[config.mk]
export PLATFORM = sky130hd
export DESIGN_NAME = aud_play_ctrl
export DESIGN_NICKNAME = d
export VERILOG_FILES = /design/src/rtl/aud_play_ctrl.sv
export SDC_FILE = /design/constraint.sdc
export NUM_CORES = 1
export LEC_CHECK = 0
export ABC_CLOCK_PERIOD_IN_PS = 5700
export CORE_UTILIZATION = 58
export CTS_BUF_LIST = sky130_fd_sc_hd__clkbuf_8 sky130_fd_sc_hd__clkbuf_16
export CTS_CLUSTER_SIZE = 24
export DETAILED_ROUTE_END_ITERATION = 7
export GPL_TIMING_DRIVEN = 0
export PLACE_DENSITY = 0.86
export SYNTH_ARGS = -nofsm -noshare
export SYNTH_HDL_FRONTEND = slang
export SYNTH_SLANG_ARGS = --single-unit
[constraint.sdc]
create_clock -name i_bclk -period 5.7 [get_ports i_bclk]
set_input_delay 1.14 -clock i_bclk [delete_from_list [all_inputs] [get_ports i_bclk]]
set_output_delay 1.14 -clock i_bclk [all_outputs]
set_load 0.01 [all_outputs]
[src/rtl/aud_play_ctrl.sv]
// -----------------------------------------------------------------------------
// aud_play_ctrl
// Playback sequencer for the I2S DAC serializer. Fetches 16-bit mono samples
// from the recording SRAM over a req/ack port and presents one sample per
// LRCK frame. Supports play / pause / stop, fast mode (skip i_speed samples)
// and slow mode (repeat each sample i_speed+1 times).
//
// Ports
//   i_bclk      bit clock, all logic on posedge
//   i_rst_n     asynchronous active-low reset
//   i_daclrck   DAC LR clock (low = left half)
//   i_play      pulse: start from IDLE/DONE, resume from PAUSE
//   i_pause     pulse: pause playback
//   i_stop      pulse: stop and rewind to address 0
//   i_fast      1 = skip mode, 0 = repeat mode
//   i_speed     speed factor minus 1
//   i_end_addr  last valid sample address (inclusive)
//   o_mem_req   SRAM read request, held until acknowledged
//   o_mem_addr  SRAM read address, stable while o_mem_req=1
//   i_mem_ack   read data valid (only honoured while o_mem_req=1)
//   i_mem_data  signed read data
//   o_player_en serializer enable
//   o_dac_data  sample presented to the serializer
//   o_state     0=IDLE 1=PLAY 2=PAUSE 3=DONE
//   o_done      high while in DONE
//   o_underrun  one-cycle pulse when a frame tick finds the buffer empty
// -----------------------------------------------------------------------------
module aud_play_ctrl #(
    parameter int ADDR_W      = 20,
    parameter int LOAD_OFFSET = 18
) (
    input  logic              i_bclk,
    input  logic              i_rst_n,
    input  logic              i_daclrck,
    input  logic              i_play,
    input  logic              i_pause,
    input  logic              i_stop,
    input  logic              i_fast,
    input  logic [2:0]        i_speed,
    input  logic [ADDR_W-1:0] i_end_addr,
    output logic              o_mem_req,
    output logic [ADDR_W-1:0] o_mem_addr,
    input  logic              i_mem_ack,
    input  logic [15:0]       i_mem_data,
    output logic              o_player_en,
    output logic [15:0]       o_dac_data,
    output logic [1:0]        o_state,
    output logic              o_done,
    output logic              o_underrun
);

    localparam logic [1:0] ST_IDLE  = 2'd0;
    localparam logic [1:0] ST_PLAY  = 2'd1;
    localparam logic [1:0] ST_PAUSE = 2'd2;
    localparam logic [1:0] ST_DONE  = 2'd3;

    localparam int                CNT_W    = $clog2(LOAD_OFFSET + 1);
    localparam logic [CNT_W-1:0]  TICK_AT  = CNT_W'(LOAD_OFFSET);
    localparam logic [CNT_W-1:0]  CNT_ONE  = CNT_W'(1);
    localparam logic [CNT_W-1:0]  CNT_ZERO = CNT_W'(0);

    // Frame tick generation
    logic             lrck_d_r;
    logic             tick_busy_r;
    logic [CNT_W-1:0] tick_cnt_r;
    logic             rise_s;
    logic             tick_s;

    // FSM and datapath state
    logic [1:0]        state_r,      state_nxt_s;
    logic [ADDR_W:0]   next_addr_r,  next_addr_nxt_s;   // MSB is the carry/past-end bit
    logic [15:0]       buf_r,        buf_nxt_s;
    logic              buf_full_r,   buf_full_nxt_s;
    logic [2:0]        rep_cnt_r,    rep_cnt_nxt_s;
    logic [2:0]        speed_q_r,    speed_q_nxt_s;
    logic              fast_q_r,     fast_q_nxt_s;
    logic              mem_req_r,    mem_req_nxt_s;
    logic [ADDR_W-1:0] mem_addr_r,   mem_addr_nxt_s;
    logic [15:0]       dac_r,        dac_nxt_s;
    logic              en_r,         en_nxt_s;
    logic              done_r,       done_nxt_s;
    logic              underrun_r,   underrun_nxt_s;

    // Derived control terms
    logic              past_end_s;
    logic              stay_play_s;
    logic              start_s;
    logic              present_s;
    logic              fetch_s;
    logic              speed_chg_s;
    logic [2:0]        rep_eff_s;
    logic [ADDR_W:0]   step_s;

    assign rise_s = ~lrck_d_r & i_daclrck;
    assign tick_s = tick_busy_r & (tick_cnt_r == TICK_AT);

    // LRCK rising-edge detector and LOAD_OFFSET delay counter; a new edge restarts the count
    always_ff @(posedge i_bclk or negedge i_rst_n) begin
        if (!i_rst_n) begin
            lrck_d_r    <= 1'b1;
            tick_busy_r <= 1'b0;
            tick_cnt_r  <= CNT_ZERO;
        end else begin
            lrck_d_r <= i_daclrck;
            if (rise_s) begin
                tick_busy_r <= 1'b1;
                tick_cnt_r  <= CNT_ONE;
            end else if (tick_s) begin
                tick_busy_r <= 1'b0;
                tick_cnt_r  <= CNT_ZERO;
            end else if (tick_busy_r) begin
                tick_cnt_r <= tick_cnt_r + CNT_ONE;
            end else begin
                tick_cnt_r <= tick_cnt_r;
            end
        end
    end

    // A carried sum is past the end even though its low bits may be small
    assign past_end_s  = next_addr_r[ADDR_W] | (next_addr_r[ADDR_W-1:0] > i_end_addr);
    assign stay_play_s = (state_r == ST_PLAY) & (state_nxt_s == ST_PLAY);
    assign start_s     = ((state_r == ST_IDLE) | (state_r == ST_DONE)) & (state_nxt_s == ST_PLAY);
    assign present_s   = stay_play_s & tick_s & buf_full_r;
    assign fetch_s     = stay_play_s & ~buf_full_r & ~mem_req_r & ~past_end_s;
    // Any change of speed settings restarts the repeat count for this tick
    assign speed_chg_s = (i_speed != speed_q_r) | (i_fast != fast_q_r);
    assign rep_eff_s   = speed_chg_s ? 3'd0 : rep_cnt_r;
    assign step_s      = {{(ADDR_W-2){1'b0}}, i_speed} + {{ADDR_W{1'b0}}, 1'b1};

    // FSM state register
    always_ff @(posedge i_bclk or negedge i_rst_n) begin
        if (!i_rst_n) begin
            state_r <= ST_IDLE;
        end else begin
            state_r <= state_nxt_s;
        end
    end

    // FSM next-state decode; priority stop > pause > play
    always_comb begin
        state_nxt_s = state_r;
        case (state_r)
            ST_IDLE: begin
                if (i_stop)       state_nxt_s = ST_IDLE;
                else if (i_pause) state_nxt_s = ST_IDLE;
                else if (i_play)  state_nxt_s = ST_PLAY;
                else              state_nxt_s = ST_IDLE;
            end
            ST_PLAY: begin
                if (i_stop)       state_nxt_s = ST_IDLE;
                else if (i_pause) state_nxt_s = ST_PAUSE;
                else if (tick_s && !buf_full_r && past_end_s && !mem_req_r)
                                  state_nxt_s = ST_DONE;
                else              state_nxt_s = ST_PLAY;
            end
            ST_PAUSE: begin
                if (i_stop)       state_nxt_s = ST_IDLE;
                else if (i_pause) state_nxt_s = ST_PAUSE;
                else if (i_play)  state_nxt_s = ST_PLAY;
                else              state_nxt_s = ST_PAUSE;
            end
            ST_DONE: begin
                if (i_stop)       state_nxt_s = ST_IDLE;
                else if (i_pause) state_nxt_s = ST_DONE;
                else if (i_play)  state_nxt_s = ST_PLAY;
                else              state_nxt_s = ST_DONE;
            end
            default: state_nxt_s = ST_IDLE;
        endcase
    end

    // Output and datapath next-value logic
    always_comb begin
        next_addr_nxt_s = next_addr_r;
        buf_nxt_s       = buf_r;
        buf_full_nxt_s  = buf_full_r;
        rep_cnt_nxt_s   = rep_cnt_r;
        speed_q_nxt_s   = speed_q_r;
        fast_q_nxt_s    = fast_q_r;
        mem_req_nxt_s   = mem_req_r;
        mem_addr_nxt_s  = mem_addr_r;
        dac_nxt_s       = dac_r;
        en_nxt_s        = en_r;
        underrun_nxt_s  = 1'b0;
        if (i_stop) begin
            // Abort any in-flight request; a late ack then sees req=0 and is ignored
            next_addr_nxt_s = {(ADDR_W+1){1'b0}};
            buf_full_nxt_s  = 1'b0;
            rep_cnt_nxt_s   = 3'd0;
            mem_req_nxt_s   = 1'b0;
            mem_addr_nxt_s  = {ADDR_W{1'b0}};
            dac_nxt_s       = 16'd0;
            en_nxt_s        = 1'b0;
        end else if (start_s) begin
            // Prefetch address 0 right away rather than waiting for a tick
            next_addr_nxt_s = {(ADDR_W+1){1'b0}};
            buf_full_nxt_s  = 1'b0;
            rep_cnt_nxt_s   = 3'd0;
            speed_q_nxt_s   = i_speed;
            fast_q_nxt_s    = i_fast;
            mem_req_nxt_s   = 1'b1;
            mem_addr_nxt_s  = {ADDR_W{1'b0}};
            en_nxt_s        = 1'b0;
        end else begin
            if (mem_req_r && i_mem_ack) begin
                buf_nxt_s      = i_mem_data;
                buf_full_nxt_s = 1'b1;
                mem_req_nxt_s  = 1'b0;
            end else if (fetch_s) begin
                mem_req_nxt_s  = 1'b1;
                mem_addr_nxt_s = next_addr_r[ADDR_W-1:0];
            end else begin
                mem_req_nxt_s  = mem_req_r;
            end

            if (present_s) begin
                dac_nxt_s      = buf_r;
                buf_full_nxt_s = 1'b0;
                en_nxt_s       = 1'b1;
                speed_q_nxt_s  = i_speed;
                fast_q_nxt_s   = i_fast;
                if (i_fast) begin
                    next_addr_nxt_s = next_addr_r + step_s;
                    rep_cnt_nxt_s   = 3'd0;
                end else if (rep_eff_s >= i_speed) begin
                    next_addr_nxt_s = next_addr_r + {{ADDR_W{1'b0}}, 1'b1};
                    rep_cnt_nxt_s   = 3'd0;
                end else begin
                    // Same address is refetched for the next repeat
                    rep_cnt_nxt_s   = rep_eff_s + 3'd1;
                end
            end else if (stay_play_s && tick_s) begin
                speed_q_nxt_s  = i_speed;
                fast_q_nxt_s   = i_fast;
                rep_cnt_nxt_s  = rep_eff_s;
                underrun_nxt_s = 1'b1;
            end else begin
                underrun_nxt_s = 1'b0;
            end

            if (state_nxt_s != ST_PLAY) begin
                en_nxt_s = 1'b0;
            end else begin
                en_nxt_s = en_nxt_s;
            end
        end
        done_nxt_s = (state_nxt_s == ST_DONE);
    end

    // Datapath and output registers
    always_ff @(posedge i_bclk or negedge i_rst_n) begin
        if (!i_rst_n) begin
            next_addr_r <= {(ADDR_W+1){1'b0}};
            buf_r       <= 16'd0;
            buf_full_r  <= 1'b0;
            rep_cnt_r   <= 3'd0;
            speed_q_r   <= 3'd0;
            fast_q_r    <= 1'b0;
            mem_req_r   <= 1'b0;
            mem_addr_r  <= {ADDR_W{1'b0}};
            dac_r       <= 16'd0;
            en_r        <= 1'b0;
            done_r      <= 1'b0;
            underrun_r  <= 1'b0;
        end else begin
            next_addr_r <= next_addr_nxt_s;
            buf_r       <= buf_nxt_s;
            buf_full_r  <= buf_full_nxt_s;
            rep_cnt_r   <= rep_cnt_nxt_s;
            speed_q_r   <= speed_q_nxt_s;
            fast_q_r    <= fast_q_nxt_s;
            mem_req_r   <= mem_req_nxt_s;
            mem_addr_r  <= mem_addr_nxt_s;
            dac_r       <= dac_nxt_s;
            en_r        <= en_nxt_s;
            done_r      <= done_nxt_s;
            underrun_r  <= underrun_nxt_s;
        end
    end

    assign o_state     = state_r;
    assign o_mem_req   = mem_req_r;
    assign o_mem_addr  = mem_addr_r;
    assign o_dac_data  = dac_r;
    assign o_player_en = en_r;
    assign o_done      = done_r;
    assign o_underrun  = underrun_r;

endmodule
# --- After elaboration in Yosys (flattened, before gate mapping) ---
# Index checks and enable logic that the tools add are counted.
word_totals:
  regBits: 94
  inputBits: 47
  out_inout_bits: 42
  elab_cells: 135
classes:
  n_addsub: 5
  n_reduce_logical: 24
  mux: 59
  magnitude_cmp: 2
  bitwise: 18
  eq_ne: 11
ops:
  columns: ["operator", "count"]
  rows:
  - ["2-to-1 mux 21 bit", 5]
  - ["2-to-1 mux 20 bit", 4]
  - ["2-to-1 mux 16 bit", 3]
  - ["2-to-1 mux 3 bit", 10]
  - ["2-to-1 mux 1 bit", 24]
  - ["adder 21 x 1 -> 21 bit, second input constant", 1]
  - ["adder 21 x 4 -> 21 bit", 1]
  - ["greater-than comparator 20 bit", 1]
  - ["nonzero test 4 bit", 5]
  - ["2-to-1 mux 2 bit", 9]
  - ["2-to-1 mux 5 bit", 3]
  - ["nonzero test 3 bit", 4]
  - ["bitwise AND 1 bit", 9]
  - ["case mux 2 bit (4 select lines)", 1]
  - ["AND reduction 2 bit", 4]
  - ["== test 2 bit, second input constant", 3]
  - ["NOT 1 bit", 6]
  - ["adder 5 x 1 -> 5 bit, second input constant", 1]
  - ["== test 5 bit, second input constant", 1]
  - ["logical AND 1 bit", 5]
  - ["adder 3 x 1 -> 4 bit, second input constant", 1]
  - ["== test 2 x 1 -> 1 bit, second input constant", 2]
  - ["nonzero test 2 bit", 2]
  - ["adder 3 x 1 -> 3 bit, second input constant", 1]
  - ["other kinds (10)", 13]

# --- Longest topological paths before layout ---
# Gate-level depths: netlist (run 1).
depth:
  depth_word: 18
  depth_mapped: 12
  depth_no_buf: 11

# --- Worst setup path before layout (run 1) ---
# Ideal clock, no wire load.
synth_path:
  path_type: "input -> register"
  startpoint: "input i_fast"
  endpoint: "register next_addr_r[14]"
  setup_slack_ns: 1.991
  n_path_buf: 2
  arrival_time_ns: 3.631
  setup_time_ns: 0.078
  stages: 12
  t_required_ns: 5.622
  cell_sequence: "clkbuf_1 > xor2_1 > nor4_1 > nand2_1 > ha_1 > nand2b_1 > a21oi_1 > o21ai_0 > o2111ai_1 > clkbuf_1 > or3_1 > a21oi_1"
synth_between:
  elab_chain_len: 6
  word_cells_on_any_way: 10
  classes_between: "order compare: 1; eq/ne: 1; mux: 5; bitwise: 1; reduce/logical: 2"
synth_lines:
  columns: ["element", "line", "text"]
  rows:
  - ["start: declaration", "38", "input logic i_fast,"]
  - ["!= test 1 bit", "126", "assign speed_chg_s = (i_speed != speed_q_r) | (i_fast != fast_q_r);"]
  - ["OR 1 bit", "126", null]
  - ["2-to-1 mux 3 bit", "127", "assign rep_eff_s = speed_chg_s ? 3'd0 : rep_cnt_r;"]
  - ["greater-or-equal comparator 3 bit", "225", "end else if (rep_eff_s >= i_speed) begin"]
  - ["nonzero test 4 bit (no line)", null, null]
  - ["AND reduction 2 bit (no line)", null, null]
  - ["end signal: assignment", "253", "next_addr_r <= {(ADDR_W+1){1'b0}};"]
  - ["end signal: assignment", "266", "next_addr_r <= next_addr_nxt_s;"]
  - ["end: declaration", "71", "logic [ADDR_W:0] next_addr_r, next_addr_nxt_s;"]
# Several ways; a longest one is shown, not always the timed one. The select of a mux whose other input is x is not followed.
# A chain may end at the register's enable or synchronous reset.

# --- Worst setup path after layout (run 1) ---
layout_path:
  startpoint: "input i_end_addr[17]"
  endpoint: "register next_addr_r[18]"
layout_between:
  elab_chain_len: 14
  word_cells_on_any_way: 18
  classes_between: "order compare: 1; eq/ne: 1; mux: 6; bitwise: 5; reduce/logical: 5"
layout_lines:
  columns: ["element", "line", "text"]
  rows:
  - ["start: declaration", "40", "input logic [ADDR_W-1:0] i_end_addr,"]
  - ["greater-than comparator 20 bit *", "120", "assign past_end_s = next_addr_r[ADDR_W] | (next_addr_r[ADDR_W-1:0] > i_end_addr);"]
  - ["OR 1 bit *", "120", null]
  - ["logical AND 1 bit * (2 in a row)", "152", "else if (tick_s && !buf_full_r && past_end_s && !mem_req_r)"]
  - ["2-to-1 mux 2 bit *", "152", null]
  - ["2-to-1 mux 2 bit *", "151", "else if (i_pause) state_nxt_s = ST_PAUSE;"]
  - ["2-to-1 mux 2 bit *", "150", "if (i_stop) state_nxt_s = ST_IDLE;"]
  - ["case mux 2 bit (4 select lines) *", "142", "case (state_r)"]
  - ["== test 2 x 1 -> 1 bit *", "121, 122", null]
  - ["bitwise AND 1 bit", "121", "assign stay_play_s = (state_r == ST_PLAY) & (state_nxt_s == ST_PLAY);"]
  - ["bitwise AND 1 bit (2 in a row)", "123", "assign present_s = stay_play_s & tick_s & buf_full_r;"]
  - ["nonzero test 3 bit (no line)", null, null]
  - ["AND reduction 2 bit (no line)", null, null]
# Every way passes the cells marked *; elsewhere a longest branch is shown, timed or not.

==> run summary, run 1 <==
Post-synth ARST share - 100%
drt via density - 6.06
Top-Level Pins - 89
P per Cell Area - 205 nW/um2
DRC errors left - 3
Hold Path Class - reg2reg
worst IR drop on VDD - 0.173 mV
Post-CTS Resized - 0
Worst-path clk slew - 0.10 ns
TritonCTS buffer count - 9
grt ovf - 0
fmax - 0.228 GHz
Worst Path Max Fanout - 10
post-synthesis instance area - 5370 um2
Starting Density - 60.6%
Worst-Skew Late Latency - 0.37 ns
sequential fraction of the synthesis area - 43.9%
pin count of the biggest net entering global routing - 76
die height - 98.2 um
CTS sink count - 94
Setup crit end kind - flop
CP Cell Sequence - clkdlybuf4s50_1 > inv_1 > ha_1 > a211oi_1 > o22ai_1 > a211oi_1 > a41o_1 > o21ai_1 > o21ai_1 > clkbuf_1 > a21oi_1
CP max-delay cell - a211oi_1
initial DRC count - 239
syn avg cell area - 9.74 um2
# H-tree levels - 3
RePlAce Congestion - 0.854
FF+latch count, synth - 94
Pleak - 0.00287 uW
synth unique cells - 58
pre-CTS WS - 1.02 ns
drt pass-1 iters - 8
Max Cap Violations - 0
TNS Setup - 0 ns
EDFF count, synth - 0
GR Util All Layers - 27.6%
largest family of logic cells by synthesized area - compound AO/OA/AOI/OAI gates
part of the cycle the worst path needs - 77.1%
total power - 1350 uW
status - finished, violations left
CP max stage delay - 0.56 ns
CP Data Arrival Time - 4.63 ns
Worst setup SP type - input port
Worst R2R End - next_addr_r[18]$_DFFE_PN0P_
vias in the first global route - 4,570
root buffer cell - clkbuf_8
Tmin final - 4.40 ns
Vias - 4,618
TritonCTS clock tree - done
kind of critical path - in2reg
Least-Margin Pin Slew - 0.701 ns
# hold bufs at CTS - 0
Syn Nets - 633
worst r2r src - next_addr_r[17]$_DFFE_PN0P_
Compound-Gate Fraction of Synth Area - 17.8%
site row count - 34
Top FF cell, synth - dfrtp_1
XOR/XNOR Fraction of Synth Area - 0.816%
final setup fails - 0
Max Buffers Root-to-Sink - 2
# port buffers - 86
layout cells sized above 1 - 7.34%
R2R Setup Slk - 2.09 ns
Area Growth Syn to Fin - 22.6%
Antenna Nets Post-Route - 0
multiplexer share of the synthesized area - 7.28%
wire per inst - 16.5 um
worst hold path startpoint - buf_r[11]$_DFFE_PN0P_
post-route setup slack - 1.30 ns
total wire length - 12,600 um
Hold Vio Cnt, Final - 0
RSZ-0062 raised after global routing - no
synth top area cells - dfrtp_1, ha_1, o21ai_0
Max Slew Vio Count - 0
Hold EP - buf_r[11]$_DFFE_PN0P_
synth warn - 0
antenna violations before repair - 0
first-pass GRT wire length - 21,400 um
n_diodes - 0
Syn Inst Count - 551
Synth Area in Adders - 8.30%
area share of and/or/nand/nor cells after synthesis - 16.9%
DIE AREA - 9640 um2
core area - 8850 um2
R2R depth - 9
skew final - 0.0125 ns
Die Wd - 98.2 um
failing checks - design-rule violations
fin nets - 731
Synth top area share - 43.4%
hold path depth - 1
setup bufs post-CTS - 0
Worst slew margin - 53.3%
WP data required - 5.93 ns
DP HPWL - 9460 um
leading area contributor after synthesis - dfrtp_1
-- synth_stat cells (2+ instances only) --
cell	count
o2111ai_1	3
dfrtp_1	93
nor2_1	20
ha_1	34
or3_1	6
xor2_1	5
or2_2	2
o21a_1	4
o21ai_2	2
nand4b_1	6
o21ai_1	2
inv_1	44
or4_1	3
o31ai_1	5
o21ai_0	56
nand3_1	37
nor4_1	3
and3_1	7
a21o_1	3
clkbuf_1	20
mux2_1	22
a21oi_1	54
buf_6	2
mux2i_1	3
nand4_1	7
nor3_1	5
and2_1	4
a2111oi_4	2
nand2b_1	5
nor2b_1	21
nand2_1	32
a211oi_1	3
a32o_1	2
mux2_2	10
-- metrics by stage --
step	cells	area (um2)	util (%)	hold WS, ns
finish	762	6580	74.3	0.485
detailed placement	746	6390	72.2	0.467
global route	762	6580	74.3	0.501
CTS	762	6580	74.3	0.490
global placement	745	6360	71.9	0.458
floorplan	551	5370	-	0.438
-- flip-flops by register name, summed over array words and instances, names as in the netlist --
name and flops:
o_dac_data 16, rep_cnt_r 3, buf_full_r 1, o_done 1, o_state 2, o_player_en 1
o_mem_req 1, buf_r 16, o_underrun 1, speed_q_r 3, fast_q_r 1, o_mem_addr 20
tick_cnt_r 5, next_addr_r 21, tick_busy_r 1, lrck_d_r 1
-- cell families (layout without fill, tap and decap cells) --
kind of cell	Yosys count	count (layout)
AOI/OAI and AO/OA	150	150
adders and majority gates	35	35
and+or+nand+nor	165	165
buffers and inverters	67	170
muxes	35	35
xor gates and xnor gates	5	5
DFF	94	94
-- power by group --
part	switching (uW)	total [uW]	internal [uW]
Clock	260	429	169
Combinational	93.2	175	82.1
Sequential	30.4	743	713
Total	384	1350	964
-- cells in the final DEF, fill, tap and decap left out, types with 6 or more instances in the layout --
cell	n
mux2_2	10
mux2_1	22
nor2_1	20
nand2_1	32
clkbuf_8	9
clkbuf_1	20
o21ai_0	56
a21oi_1	54
and3_1	7
nor2b_1	21
inv_1	44
clkdlybuf4s50_1	85
ha_1	34
nand4b_1	6
nand3_1	37
or3_1	6
nand4_1	7
dfrtp_1	93
-- cell type report --
type	instances	area, um2
timing repair buffer	87	886
clock inverter	7	65.1
tap	108	135
multi-input combinational	390	2740
inverter	44	165
clock buffer	9	124
buffer	23	105
sequential	94	2350
fill	620	2270
-- worst max-delay path, delay by kind of cell --
kind            cells  cell delay [ns]
buf+inv             3             0.96
fa+ha+maj           1             0.32
compound gates      7             2.19
-- worst max-delay path by stage --
stage | to | start | depth (start not counted)
after floorplan | next_addr_r[14]$_DFFE_PN0P_ | i_fast | 12
after global placement | o_dac_data[8]$_DFFE_PN0P_ | i_rst_n | 1
after detailed placement | next_addr_r[18]$_DFFE_PN0P_ | i_end_addr[17] | 11
after CTS | next_addr_r[14]$_DFFE_PN0P_ | i_speed[2] | 12
after global routing | o_mem_addr[19]$_DFFE_PN0P_ | i_end_addr[17] | 11
final | next_addr_r[18]$_DFFE_PN0P_ | i_end_addr[17] | 11
-- layer usage --
| metal | part of all wire (%) | up-vias | track usage, % | routed length [um] |
|---|---|---|---|---|
| li1 | - | 2178 | - | - |
| met3 | 5.8 | 29 | 6.30 | 731 |
| met4 | 1.9 | 0 | 9.18 | 242 |
| met1 | 41 | 2263 | 33.9 | 5220 |
| met5 | 0 | - | 0 | 0 |
| met2 | 51 | 148 | 47.9 | 6400 |
Power figures use the tool's default switching activity.
==> run 2: changes to the inputs <==
Settings changed: ABC_CLOCK_PERIOD_IN_PS 5700 to 4600, CORE_UTILIZATION 58 to 54, PLACE_DENSITY 0.86 to 0.81.
Clock period 5.7 ns to 4.6 ns, I/O delays scaled along.
==> run 2 against run 1 <==
  * The flow now finishes without violations
  * Total power increased by 31%
  * Cell count increased by 3.3%
  * Die area increased by 7.2%
  * Largest cell class unchanged
  * Clock power increased by 47%
  * Sequential share of layout area decreased by 0.38 points
  * Utilization decreased by 5.7 points
  * Setup slack got worse by 0.87 ns
==> run summary, run 2 (synthesized netlist as in run 1, its figures left out) <==
fin nets - 731 (unchanged)
CP Data Arrival Time - 4.40 ns (was 4.63 ns)
die height - 102 um (was 98.2 um)
Max Cap Violations - 0 (unchanged)
P_sw - 470 uW (was 384 uW)
Max Buffers Root-to-Sink - 2 (unchanged)
fmax - 0.240 GHz
Clk pwr share - 35.7% (was 31.9%)
Tmin final - 4.16 ns
DIE AREA - 10,300 um2 (was 9640 um2)
skew final - 0.0109 ns (was 0.0125 ns)
drt via density - 5.76 (was 6.06)
DP HPWL - 10,000 um (was 9460 um)
switch share - 26.6% (was 28.5%)
wire per inst - 16.8 um (was 16.5 um)
DR WL met2 - 6450 um (was 6400 um)
Worst-Skew Late Latency - 0.37 ns (about the same)
wire length on met3 - 954 um (was 731 um)
leading cell type in the layout, fill and taps excluded - dfrtp_1 (unchanged)
final core occ - 68.6% (was 74.3%)
TritonCTS clock tree - done (unchanged)
first-pass GRT wire length - 21,900 um (was 21,400 um)
GR Util All Layers - 27.7% (was 27.6%)
initial DRC count - 330 (was 239)
final setup fails - 0 (unchanged)
Worst Path Max Fanout - 10 (unchanged)
site row count - 36 (was 34)
P per Cell Area - 266 nW/um2 (was 205 nW/um2)
Least-Margin Pin Slew - 0.713 ns (was 0.701 ns)
WP data required - 4.84 ns (was 5.93 ns)
Largest register FFs - 21 (unchanged)
Setup crit end kind - flop (unchanged)
Metal-1 WL - 5530 um (was 5220 um)
Max Used Layer - met4 (unchanged)
most frequent cells in the layout - dfrtp_1, clkdlybuf4s50_1, o21ai_0, a21oi_1, inv_1 (unchanged)
DRC errors left - 0 (was 3)
RePlAce Congestion - 0.872 (was 0.854)
Comb pwr share - 12.2% (was 13.0%)
root buffer cell - clkbuf_8 (unchanged)
core area - 9680 um2 (was 8850 um2)
drt pass-1 iters - 6 (was 8)
TNS Setup - 0 ns (unchanged)
status - completed (was finished, violations left)
Worst Setup SP - i_end_addr[17] (unchanged)
setup bufs post-CTS - 0 (unchanged)
Hold Path Class - in2async (was reg2reg)
worst r2r src - next_addr_r[17]$_DFFE_PN0P_ (unchanged)
Placed Instances - 771 (was 746)
Area Growth Syn to Fin - 23.9% (was 22.6%)
Non-Filler Instances - 787 (was 762)
largest register by flop count - next_addr_r (unchanged)
pin count of the biggest net entering global routing - 70 (was 76)
RSZ-0062 raised after global routing - no (unchanged)
part of the cycle the worst path needs - 90.5%
# port buffers - 86 (unchanged)
Max Slew Vio Count - 0 (unchanged)
Int Pwr - 1300 uW (was 964 uW)
Reg power frac - 52.1% (was 55.1%)
antenna violations before repair - 0 (unchanged)
kind of critical path - in2reg (unchanged)
Worst setup SP type - input port (unchanged)
Starting Density - 55.4% (was 60.6%)
# hold bufs at CTS - 0 (unchanged)
Top-Level Pins - 89 (unchanged)
CTS sink count - 94 (unchanged)
post-route setup slack - 0.437 ns (was 1.30 ns)
pre-CTS WS - 0.0142 ns (was 1.02 ns)
worst IR drop on VDD - 0.190 mV (was 0.173 mV)
TritonCTS buffer count - 9 (unchanged)
Vias - 4,536 (was 4,618)
total wire length - 13,300 um (was 12,600 um)
Hold Vio Cnt, Final - 0 (unchanged)
Worst-path clk slew - 0.10 ns (about the same)
n_diodes - 0 (unchanged)
Pleak - 0.00289 uW (was 0.00287 uW)
Hold Slack - 0.448 ns (was 0.485 ns)
Antenna Nets Post-Route - 0 (unchanged)
Post-CTS Resized - 0 (unchanged)
layout cells sized above 1 - 7.34% (unchanged)
Worst slew margin - 52.2% (was 53.3%)
grt ovf - 0 (unchanged)
vias in the first global route - 4,563 (was 4,570)
# H-tree levels - 3 (unchanged)
Die Wd - 102 um (was 98.2 um)
run 2: cell count changes in the layout (fill, tap and decap cells not counted), sizes merged:
cell / change
bufinv: +2
clkinvlp: -2
clkinv: +1
inv: -1
run 2: through the flow:
stage               instance area, um2  total power (uW)
floorplan                         5370              1050
global placement                  6390              1130
detailed placement                6420              1150
CTS                               6650              1780
global route                      6650              1850
finish                            6650              1770
run 2: metal layers:
| metal | vias to the layer above | global-route usage [%] |
|---|---|---|
| li1 | 2170 | - |
| met1 | 2167 | 33.5 |
| met2 | 168 | 45.8 |
| met3 | 31 | 8.63 |
| met4 | 0 | 11.4 |
| met5 | - | 0 |
run 2: path summary, 6_finish.rpt:
| check | depth (start not counted) | end | slack, ns |
|---|---|---|---|
| worst max-delay path | 11 | next_addr_r[12]$_DFFE_PN0P_ | 0.44 |
| worst min-delay path | 1 | next_addr_r[18]$_DFFE_PN0P_ | 0.45 |
| worst max register to register | 9 | next_addr_r[12]$_DFFE_PN0P_ | 1.00 |
| worst min register to register | 1 | buf_r[10]$_DFFE_PN0P_ | 0.49 |
| max in group asynchronous | 2 | lrck_d_r$_DFF_PN1_ | 3.43 |
| min in group i_bclk | 1 | buf_r[10]$_DFFE_PN0P_ | 0.49 |
run 2: layout make-up:
type,count,area (um2)
Fill cell,767,3040
Multi-Input combinational cell,390,2740
Sequential cell,94,2350
Timing Repair Buffer,87,886
Tap cell,133,166
Inverter,44,165
Clock buffer,9,124
Clock inverter,7,105
Buffer,23,105
run 2: critical path: stages:
cell and delay, ns:
clkdlybuf4s50_1 0.45, inv_1 0.05, ha_1 0.32, a211oi_1 0.22, o22ai_1 0.14, a211oi_1 0.54, a41o_1 0.36, o21ai_1 0.21
o21ai_1 0.63, clkbuf_1 0.45, a21oi_1 0.11
run 2: power by group through the flow:
| stage | Combinational, uW | Sequential, uW | Clock [uW] |
|---|---|---|---|
| finish | 216 | 922 | 631 |
| global route | 247 | 931 | 673 |
| CTS | 219 | 923 | 638 |
| detailed placement | 217 | 938 | 0 |
| global placement | 203 | 932 | 0 |
| floorplan | 125 | 926 | 0 |
==> run 3: changes to the inputs <==
Settings changed: REMOVE_ABC_BUFFERS from default to 1.
==> run 3 against run 2 <==
  * Critical path depth is the same
  * Design area shrank 0.90%
  * Global-route usage shrank 2.4 points
  * Total power shrank 3.2%
  * Largest power group unchanged
  * Largest cell class unchanged
  * Critical path type unchanged
  * Utilization shrank 0.62 points
  * Combinational power is essentially flat
  * First-iteration DRC count shrank 26%
  * Clock skew grew 0.0045 ns
  * Non-clock buffer count shrank 20
  * Sequential cell count is the same
==> run summary, run 3 (synthesized netlist as in run 1, its figures left out) <==
grt ovf - 0 (unchanged)
Vias - 4,419 (was 4,536)
TritonCTS buffer count - 9 (unchanged)
part of the cycle the worst path needs - 95.2% (was 90.5%)
Final Cell Area - 6590 um2 (was 6650 um2)
CP Cell Sequence - clkdlybuf4s50_1 > xor2_1 > nor4_1 > nand2_1 > ha_1 > nand2b_1 > a21oi_1 > o21ai_0 > o2111ai_1 > or3_1 > a21oi_1 (was clkdlybuf4s50_1 > inv_1 > ha_1 > a211oi_1 > o22ai_1 > a211oi_1 > a41o_1 > o21ai_1 > o21ai_1 > clkbuf_1 > a21oi_1)
Clk pwr share - 33.6% (was 35.7%)
n_diodes - 0 (unchanged)
worst IR drop on VDD - 0.184 mV (was 0.190 mV)
drt via density - 5.76 (about the same)
pre-CTS WS - -0.539 ns (was 0.0142 ns)
setup bufs post-CTS - 0 (unchanged)
Area Growth Syn to Fin - 22.8% (was 23.9%)
TNS Setup - 0 ns (unchanged)
WP buf/inv - 1 (was 3)
Max Slew Vio Count - 0 (unchanged)
Least-Margin Pin Slew - 1.27 ns (was 0.713 ns)
Comb pwr share - 12.6% (was 12.2%)
most frequent CP cell - a21oi_1
switch share - 26.7% (was 26.6%)
first-pass GRT wire length - 20,300 um (was 21,900 um)
Hold Vio Cnt, Final - 0 (unchanged)
Hold Slack - 0.474 ns (was 0.448 ns)
Starting Density - 55.4% (unchanged)
Max Buffers Root-to-Sink - 2 (unchanged)
Hold Path Class - in2async (unchanged)
Worst setup SP type - input port (unchanged)
most frequent cells in the layout - dfrtp_1, clkdlybuf4s50_1, o21ai_0, a21oi_1, inv_1 (unchanged)
GRT met2 Usage - 40.5% (was 45.8%)
fin nets - 711 (was 731)
Worst Path Max Fanout - 12 (was 10)
kind of critical path - in2reg (unchanged)
final setup fails - 0 (unchanged)
Max Cap Violations - 0 (unchanged)
Die Wd - 102 um (unchanged)
site row count - 36 (unchanged)
fmax - 0.228 GHz (was 0.240 GHz)
status - completed (unchanged)
TritonCTS clock tree - done (unchanged)
drt pass-1 iters - 5 (was 6)
WP data required - 4.90 ns (was 4.84 ns)
CTS sink count - 94 (unchanged)
pin count of the biggest net entering global routing - 63 (was 70)
initial DRC count - 244 (was 330)
total power - 1710 uW (was 1770 uW)
die height - 102 um (unchanged)
Worst Setup SP - i_fast (was i_end_addr[17])
met3 Use GR - 7.52% (was 8.63%)
Setup crit end kind - flop (unchanged)
GR peak layer - met2 (unchanged)
Worst-path clk slew - 0.10 ns (about the same)
GR Util All Layers - 25.3% (was 27.7%)
cell family with most CP delay - simple AND/OR/NAND/NOR gates (was compound AO/OA/AOI/OAI gates)
CP max-delay cell - clkdlybuf4s50_1 (was o21ai_1)
# port buffers - 88 (was 86)
skew final - 0.0154 ns (was 0.0109 ns)
vias in the first global route - 4,288 (was 4,563)
Int Pwr - 1260 uW (was 1300 uW)
layout cells sized above 1 - 7.89% (was 7.34%)
wire per inst - 16.0 um (was 16.8 um)
Top-Level Pins - 89 (unchanged)
largest register by flop count - next_addr_r (unchanged)
# hold bufs at CTS - 0 (unchanged)
Pleak - 0.00287 uW (was 0.00289 uW)
DP HPWL - 8840 um (was 10,000 um)
Placed Area - 6370 um2 (was 6420 um2)
root buffer cell - clkbuf_8 (unchanged)
grt met1 use - 33.1% (was 33.5%)
total wire length - 12,300 um (was 13,300 um)
Worst slew margin - 14.3% (was 52.2%)
CP Data Arrival Time - 4.68 ns (was 4.40 ns)
worst r2r src - next_addr_r[17]$_DFFE_PN0P_ (unchanged)
Worst-Skew Late Latency - 0.37 ns (about the same)
RePlAce Congestion - 0.882 (was 0.872)
antenna violations before repair - 0 (unchanged)
core area - 9680 um2 (unchanged)
P_sw - 458 uW (was 470 uW)
# H-tree levels - 3 (unchanged)
Largest register FFs - 21 (unchanged)
DIE AREA - 10,300 um2 (unchanged)
post-route setup slack - 0.220 ns (was 0.437 ns)
Antenna Nets Post-Route - 0 (unchanged)
DRC errors left - 0 (unchanged)
CP max stage delay - 0.58 ns (was 0.63 ns)
P per Cell Area - 260 nW/um2 (was 266 nW/um2)
Reg power frac - 53.8% (was 52.1%)
RSZ-0062 raised after global routing - yes (was no)
Tmin final - 4.38 ns (was 4.16 ns)
leading cell type in the layout, fill and taps excluded - dfrtp_1 (unchanged)
-- run 3: cell count changes in the layout (fill, tap and decap cells not counted), sizes merged --
cell           delta
bufinv            -1
buf               -2
clkdlybuf4s50     +1
clkinv            +1
clkinvlp          -1
clkbuf           -18
-- run 3: final timing paths --
check	to	slack [ns]	depth (start not counted)
setup reg to reg	o_dac_data[7]$_DFFE_PN0P_	0.79	8
setup / recovery	next_addr_r[15]$_DFFE_PN0P_	0.22	11
max in group asynchronous	lrck_d_r$_DFF_PN1_	3.41	2
hold reg to reg	buf_r[6]$_DFFE_PN0P_	0.49	1
hold / removal	o_mem_addr[7]$_DFFE_PN0P_	0.47	1
min in group i_bclk	buf_r[6]$_DFFE_PN0P_	0.49	1
-- run 3: timing repair --
action	4_1_cts	5_1_grt
resized for setup	2	3
setup endpoints to repair	32	19
gates cloned	0	0
pin swaps	0	0
-- run 3: area by class of cell --
cell class                 instances  area [um2]
fill                             759        3100
multi-input combinational        390        2770
sequential                        94        2350
timing repair buffer              90         921
tap                              133         166
inverter                          44         165
clock buffer                      10         138
clock inverter                     6        68.8
-- run 3: per-stage QoR --
stage,util [%],instances
finish,68.0,767
global route,68.0,767
CTS,68.0,767
detailed placement,65.8,751
global placement,65.1,749
floorplan,-,528
-- run 3: per-layer routing --
layer | wire (um) | up-vias
met5 | 0 | -
met4 | 183 | 0
met3 | 933 | 15
met2 | 5750 | 130
met1 | 5390 | 2144
li1 | - | 2130
-- run 3: power groups by stage --
stage | clock [uW] | combinational [uW] | sequential [uW]
after floorplan | 0 | 116 | 926
after global placement | 0 | 200 | 932
after detailed placement | 0 | 217 | 937
after CTS | 587 | 219 | 922
after global routing | 621 | 243 | 928
final | 575 | 216 | 921
